### src/rtl/sw_job_scheduler.sv
// Smith-Waterman job scheduler: queues scoring-parameter words and issues them
// to a single FPGAWrapper one at a time. It inserts a target load (set_t)
// whenever one is needed, tags each job, and returns tagged results through a
// valid/ready port. The design expects DEPTH to be a power of 2, at least 2.
`ifndef V_E_F_Bit
`define V_E_F_Bit 16
`endif

module sw_job_scheduler #(
  parameter int DEPTH  = 4,
  parameter int RES_W  = `V_E_F_Bit,
  parameter int ACK_TO = 8
) (
  input  logic             clk,
  input  logic             rst_n,
  input  logic             i_job_valid,
  input  logic [15:0]      i_job_param,
  output logic             o_job_ready,
  input  logic             i_load_t,
  output logic             o_set_t,
  output logic             o_start_cal,
  output logic [15:0]      o_param,
  input  logic             i_busy,
  input  logic             i_valid,
  input  logic [RES_W-1:0] i_result,
  output logic             o_res_valid,
  output logic [RES_W-1:0] o_res_data,
  output logic [3:0]       o_res_tag,
  input  logic             i_res_ready,
  output logic             o_err,
  output logic             o_idle
);

  localparam int AW = (DEPTH > 1) ? $clog2(DEPTH) : 1;
  localparam int CW = $clog2(DEPTH + 1);
  localparam int TW = $clog2(ACK_TO + 1);

  localparam logic [CW-1:0] FULL_CNT = CW'(DEPTH);
  // ack_cnt is 1 in the first cycle after the pulse, so it reaches ACK_TO-1
  // in the cycle whose edge is ACK_TO cycles after the pulse.
  localparam logic [TW-1:0] TO_LAST  = TW'(ACK_TO - 1);

  localparam logic [3:0] S_IDLE   = 4'd0;
  localparam logic [3:0] S_SETT   = 4'd1;
  localparam logic [3:0] S_T_ACK  = 4'd2;
  localparam logic [3:0] S_T_DONE = 4'd3;
  localparam logic [3:0] S_PARAM  = 4'd4;
  localparam logic [3:0] S_START  = 4'd5;
  localparam logic [3:0] S_ACK    = 4'd6;
  localparam logic [3:0] S_RES    = 4'd7;
  localparam logic [3:0] S_DONE   = 4'd8;
  localparam logic [3:0] S_OUT    = 4'd9;

  logic [3:0]       state;
  logic [3:0]       state_nxt;

  logic [19:0]      fifo_mem [DEPTH];
  logic [AW-1:0]    wr_ptr;
  logic [AW-1:0]    rd_ptr;
  logic [CW-1:0]    count;
  logic [3:0]       tag_cnt;

  logic             t_loaded;
  logic             load_pending;
  logic [TW-1:0]    ack_cnt;
  logic             err;

  logic [15:0]      param_q;
  logic [3:0]       tag_q;
  logic [RES_W-1:0] res_q;

  logic             full;
  logic             empty;
  logic             push;
  logic             pop;
  logic             need_load;
  logic             in_ack_wait;
  logic             ack_timeout;

  assign full        = (count == FULL_CNT);
  assign empty       = (count == '0);
  // A pop in the same cycle never reopens a full FIFO.
  assign push        = i_job_valid && !full;
  // Missing target data is treated exactly like an explicit reload request.
  assign need_load   = load_pending || !t_loaded;
  assign pop         = (state == S_IDLE) && !need_load && !empty;
  assign in_ack_wait = (state == S_T_ACK) || (state == S_ACK);
  assign ack_timeout = in_ack_wait && !i_busy && (ack_cnt >= TO_LAST);

  // Next-state logic for the wrapper sequencing FSM
  always_comb begin
    state_nxt = state;
    case (state)
      S_IDLE: begin
        if (need_load)   state_nxt = S_SETT;
        else if (!empty) state_nxt = S_PARAM;
      end
      S_SETT:  state_nxt = S_T_ACK;
      S_T_ACK: begin
        if (i_busy)           state_nxt = S_T_DONE;
        else if (ack_timeout) state_nxt = S_IDLE;
      end
      S_T_DONE: begin
        if (!i_busy) state_nxt = S_IDLE;
      end
      S_PARAM: state_nxt = S_START;
      S_START: state_nxt = S_ACK;
      S_ACK: begin
        if (i_busy)           state_nxt = S_RES;
        else if (ack_timeout) state_nxt = S_IDLE;
      end
      S_RES: begin
        // The wrapper may drop busy in the same cycle it presents the result.
        if (i_valid) state_nxt = i_busy ? S_DONE : S_OUT;
      end
      S_DONE: begin
        if (!i_busy) state_nxt = S_OUT;
      end
      S_OUT: begin
        if (i_res_ready) state_nxt = S_IDLE;
      end
      default: state_nxt = S_IDLE;
    endcase
  end

  // FIFO storage; contents need no reset because count gates every read
  always_ff @(posedge clk) begin
    if (push) fifo_mem[wr_ptr] <= {tag_cnt, i_job_param};
  end

  // FIFO pointers, occupancy and the job tag counter
  always_ff @(posedge clk) begin
    if (!rst_n) begin
      wr_ptr  <= '0;
      rd_ptr  <= '0;
      count   <= '0;
      tag_cnt <= 4'd0;
    end else begin
      if (push) begin
        wr_ptr  <= wr_ptr + AW'(1);
        tag_cnt <= tag_cnt + 4'd1;
      end
      if (pop) rd_ptr <= rd_ptr + AW'(1);
      case ({push, pop})
        2'b10:   count <= count + CW'(1);
        2'b01:   count <= count - CW'(1);
        default: count <= count;
      endcase
    end
  end

  // FSM state, target-load bookkeeping, acknowledge timer and sticky error
  always_ff @(posedge clk) begin
    if (!rst_n) begin
      state        <= S_IDLE;
      t_loaded     <= 1'b0;
      load_pending <= 1'b0;
      ack_cnt      <= '0;
      err          <= 1'b0;
    end else begin
      state <= state_nxt;

      if ((state == S_T_DONE) && !i_busy) t_loaded <= 1'b1;

      // A request arriving in the very cycle SETT is entered is kept, so it
      // costs at most one extra load instead of being lost.
      if ((state == S_IDLE) && need_load) load_pending <= 1'b0;
      if (i_load_t)                       load_pending <= 1'b1;

      if (ack_timeout) err <= 1'b1;

      if ((state == S_SETT) || (state == S_START))
        ack_cnt <= TW'(1);
      else if (in_ack_wait && !i_busy && !ack_timeout)
        ack_cnt <= ack_cnt + TW'(1);
    end
  end

  // Issued parameters, job tag and captured score
  always_ff @(posedge clk) begin
    if (!rst_n) begin
      param_q <= 16'd0;
      tag_q   <= 4'd0;
      res_q   <= '0;
    end else begin
      // Only popped in IDLE, so the word never moves under a busy wrapper
      // and the tag never moves while a result is offered.
      if (pop) {tag_q, param_q} <= fifo_mem[rd_ptr];
      if ((state == S_RES) && i_valid) res_q <= i_result;
    end
  end

  assign o_job_ready = !full;
  assign o_set_t     = (state == S_SETT);
  assign o_start_cal = (state == S_START);
  assign o_param     = param_q;
  assign o_res_valid = (state == S_OUT);
  assign o_res_data  = res_q;
  assign o_res_tag   = tag_q;
  assign o_err       = err;
  assign o_idle      = (state == S_IDLE) && empty;

endmodule

### config.mk
export PLATFORM = sky130hd
export DESIGN_NAME = sw_job_scheduler
export DESIGN_NICKNAME = d
export VERILOG_FILES = /design/src/rtl/sw_job_scheduler.sv
export SDC_FILE = /design/constraint.sdc
export NUM_CORES = 1
export LEC_CHECK = 0
export CORE_MARGIN = 3
export CORE_UTILIZATION = 50
export DETAILED_ROUTE_END_ITERATION = 16
export PLACE_DENSITY = 0.86
export RECOVER_POWER = 50
export SLEW_MARGIN = 40
export SYNTH_ARGS = -nofsm -noshare
export SYNTH_HDL_FRONTEND = slang
export SYNTH_SLANG_ARGS = --single-unit
### constraint.sdc
create_clock -name clk -period 3.5 [get_ports clk]
set_input_delay 0.7 -clock clk [delete_from_list [all_inputs] [get_ports clk]]
set_output_delay 0.7 -clock clk [all_outputs]
set_load 0.02 [all_outputs]
==> results_dict.tcl <==
set metrics [dict create \
    yosys.cell_count.top_type "edfxtp_1" \
    finalMaxSlewViolations 0 \
    maxCapViolations 0 \
    period_share_pct 86.6 \
    antenna_left 0 \
    worst_hold_path.endpoint "o_res_data[14]" \
    timing.fmax_mhz 330 \
    p_seq_share_pct 48.4 \
    detailedRoute.firstPassIterationCount 4 \
    synth.top_cells.by_area "edfxtp_1 45%, dfxtp_1 22%, mux4_2 8.5%" \
    timing.hold.worst.class "reg -> reg" \
    ys_seq_elements 138 \
    max_transition_margin_pct 3.68 \
    report.final.hold_viol_count 0 \
    fill_cells 715 \
    power_leakage_uw 0.00227 \
    async_flop_share_pct 0 \
    netlist_instances 409 \
    postCtsHoldBufs 0 \
    power_share_of_the_clock_group_pct 44.4 \
    startpoint_type "flip-flop" \
    post-place-ws_ps 662 \
    cp_data_required_time_ps 2800 \
    vdd_drop_max_uv 399 \
    syn_area_sq_um 5320 \
    detail_routed_net_length_per_standard_cell_um 16.8 \
    grt_pass1_vias 3405 \
    final-seq-area_sq_um 3560 \
    power_density_nw_per_um2 558 \
    post_synth.cell_area_avg_sq_um 13.0 \
    grt_max_degree 41 \
    dieHeight_um 109 \
    antenna_found_initial 0 \
    final.min_clock_period_ps 3030 \
    rows 37 \
    setup_viol 0 \
    timing.setup.critical_path_class "reg -> out" \
    drc 0 \
    diodes 0 \
    critPathMaxFanout 19 \
    synth_top_area_share_pct 45.1 \
    grt_pass1_wl_um 17100 \
    yosys_most_used_dff "edfxtp_1" \
    synth-edff-count 80 \
    drive_gt1_share_pct 12.1 \
    power.share.switching_pct 24.0 \
    status "finished clean" \
    ys.warnings.count 0 \
    tritoncts "built" \
    buffers_added_on_ports 80 \
    holdPathStages 2 \
    met3_capacity_usage_during_global_routing_pct 5.98 \
    switchingPower_uw 912 \
    clkSlewWorstSetupHoldPaths_ps 60 \
    postLayoutCoreUtil_pct 66.0 \
    total_negative_slack_ps 0 \
    grt-busiest-layer "met2" \
    io-pin-count 81 \
    p_int_uw 2890 \
    synth_commonest_cells "80 x edfxtp_1, 78 x nand2_1, 58 x dfxtp_1" \
    layout_setup_ws_ps 468 \
    via_count 3466 \
    total_grt_usage_pct 19.1 \
    r2r-end "count[2]" \
    die_area_sq_um 11900 \
    netlist-cell-type-count 41 \
    start_util_pct 51.6 \
    insertion_delay_ps 520 \
    grt_util_met2_pct 32.2 \
    detail_route.vias_per_cell 5.40 \
    rsz0062_at_grt "no" \
    drtIter0Drc 318 \
    ctsResizeCount 0 \
    cts_htree_levels 4 \
    hold_path.startpoint "o_res_data[14]" \
    critical_path_arrival_ps 2330 \
    tritoncts.num_buffers 17 \
    cts-root-to-sink-buffers 2 \
    critical_path.reg2reg.startpoint "state[0]" \
    synth.yosys.seq_area_share_pct 66.9 \
    cts_root_buf "clkbuf_8" \
    fp.coreArea_sq_um 10300 \
    total_number_of_nets_in_the_final_design 540 \
    cts.repair_timing.setup_buffer_count 0 \
    combinational_power_share_pct 7.2 \
    timing.critical_path.from "state[0]" \
    drt-total-wl_um 10800 \
    finalWeightedCongestion 0.864 \
    post-synth-top-area-cell "edfxtp_1" \
    type_of_element_capturing_the_critical_path "output port" \
    chipWidth_um 109 \
    tightestPinTransition_ps 1440 \
    worst_clock_skew_ps 12.0 \
    syn2layout_area_growth_pct 27.9 \
    grt-ovfl-total 0 \
    hpwlAfterDp_um 6850 \
    clock_sink_count 138 \
    groute.layer.met1.usage_pct 23.1 \
    multiInputGateArea_sq_um 1630 \
    ff2ff_setup_slack_ps 800 \
    worstRegToRegCells 10 \
    synth_nets 456 \
]
## worst max path at each step
stage,end,depth (start not counted)
final,o_idle,3
after global routing,o_idle,3
after CTS,o_idle,3
after detailed placement,count[2],8
after global placement,count[2],8
after floorplan,count[2],9
## flip-flops by register name, summed over array words and instances, names as in the netlist
| name | flops |
|---|---|
| fifo_mem | 80 |
| o_param | 16 |
| o_res_data | 16 |
| ack_cnt | 4 |
| o_res_tag | 4 |
| state | 4 |
| tag_cnt | 4 |
| count | 3 |
| rd_ptr | 2 |
| wr_ptr | 2 |
| load_pending | 1 |
| o_err | 1 |
| t_loaded | 1 |
## critical path: stages, from the launching register on
cell	delay (ps)
dfxtp_1	470
or4_1	610
nor2_1	130
clkdlybuf4s50_1	610
## layout by cell type (no fill, tap or decap), types with 4 or more instances in the layout
cell             count
xor2_1               6
mux4_2              20
nand3_1              6
nor2_1              24
nand2_1             78
edfxtp_1            80
clkdlybuf4s50_1     62
inv_6                8
dlygate4sd3_1       18
dfxtp_1             57
a21oi_1             49
clkbuf_16           16
inv_1                8
ha_1                 7
buf_4                4
clkbuf_1             4
nand2b_1             5
and3_1               7
## power by group through the flow
stage | Combinational [uW] | Clock (uW) | Sequential (uW)
5_1_grt | 305 | 1800 | 1850
4_1_cts | 283 | 1720 | 1840
3_3_place_gp | 269 | 0 | 1870
2_1_floorplan | 189 | 0 | 1850
6_report | 273 | 1690 | 1840
3_5_place_dp | 280 | 0 | 1870
## through the flow
step | hold slack [ps] | power (uW) | std cells | area (sq um)
after global routing | 471 | 3960 | 642 | 6810
final | 455 | 3800 | 642 | 6810
after CTS | 456 | 3840 | 642 | 6830
after detailed placement | 448 | 2150 | 610 | 6260
after global placement | 443 | 2140 | 610 | 6250
after floorplan | 462 | 2040 | 409 | 5320
## cell families after synthesis
logic type | share of synthesized area [%]
flops | 66.9
buf+inv | 2.44
xor+xnor | 1.48
fa+ha+maj | 2.02
simple gates | 11.6
mux | 8.65
compound gates | 6.84
## routing by layer
| layer | share of wire [%] | routed length, um | vias to the layer above |
|---|---|---|---|
| met5 | 0 | 0 | - |
| met4 | 1.7 | 187 | 0 |
| met3 | 6.6 | 713 | 18 |
| met2 | 51 | 5550 | 117 |
| met1 | 40 | 4340 | 1682 |
| li1 | - | - | 1649 |
## cell type report
| type | count | share of cell area (%) |
|---|---|---|
| clock buffers | 17 | 6.08 |
| well taps | 136 | 2.50 |
| repair buffers | 88 | 12.4 |
| flip-flops and latches | 138 | 52.3 |
| clock inverters | 15 | 2.30 |
| inverters | 8 | 0.441 |
| multi-input cells | 240 | 23.9 |
Power figures use the tool's default switching activity.
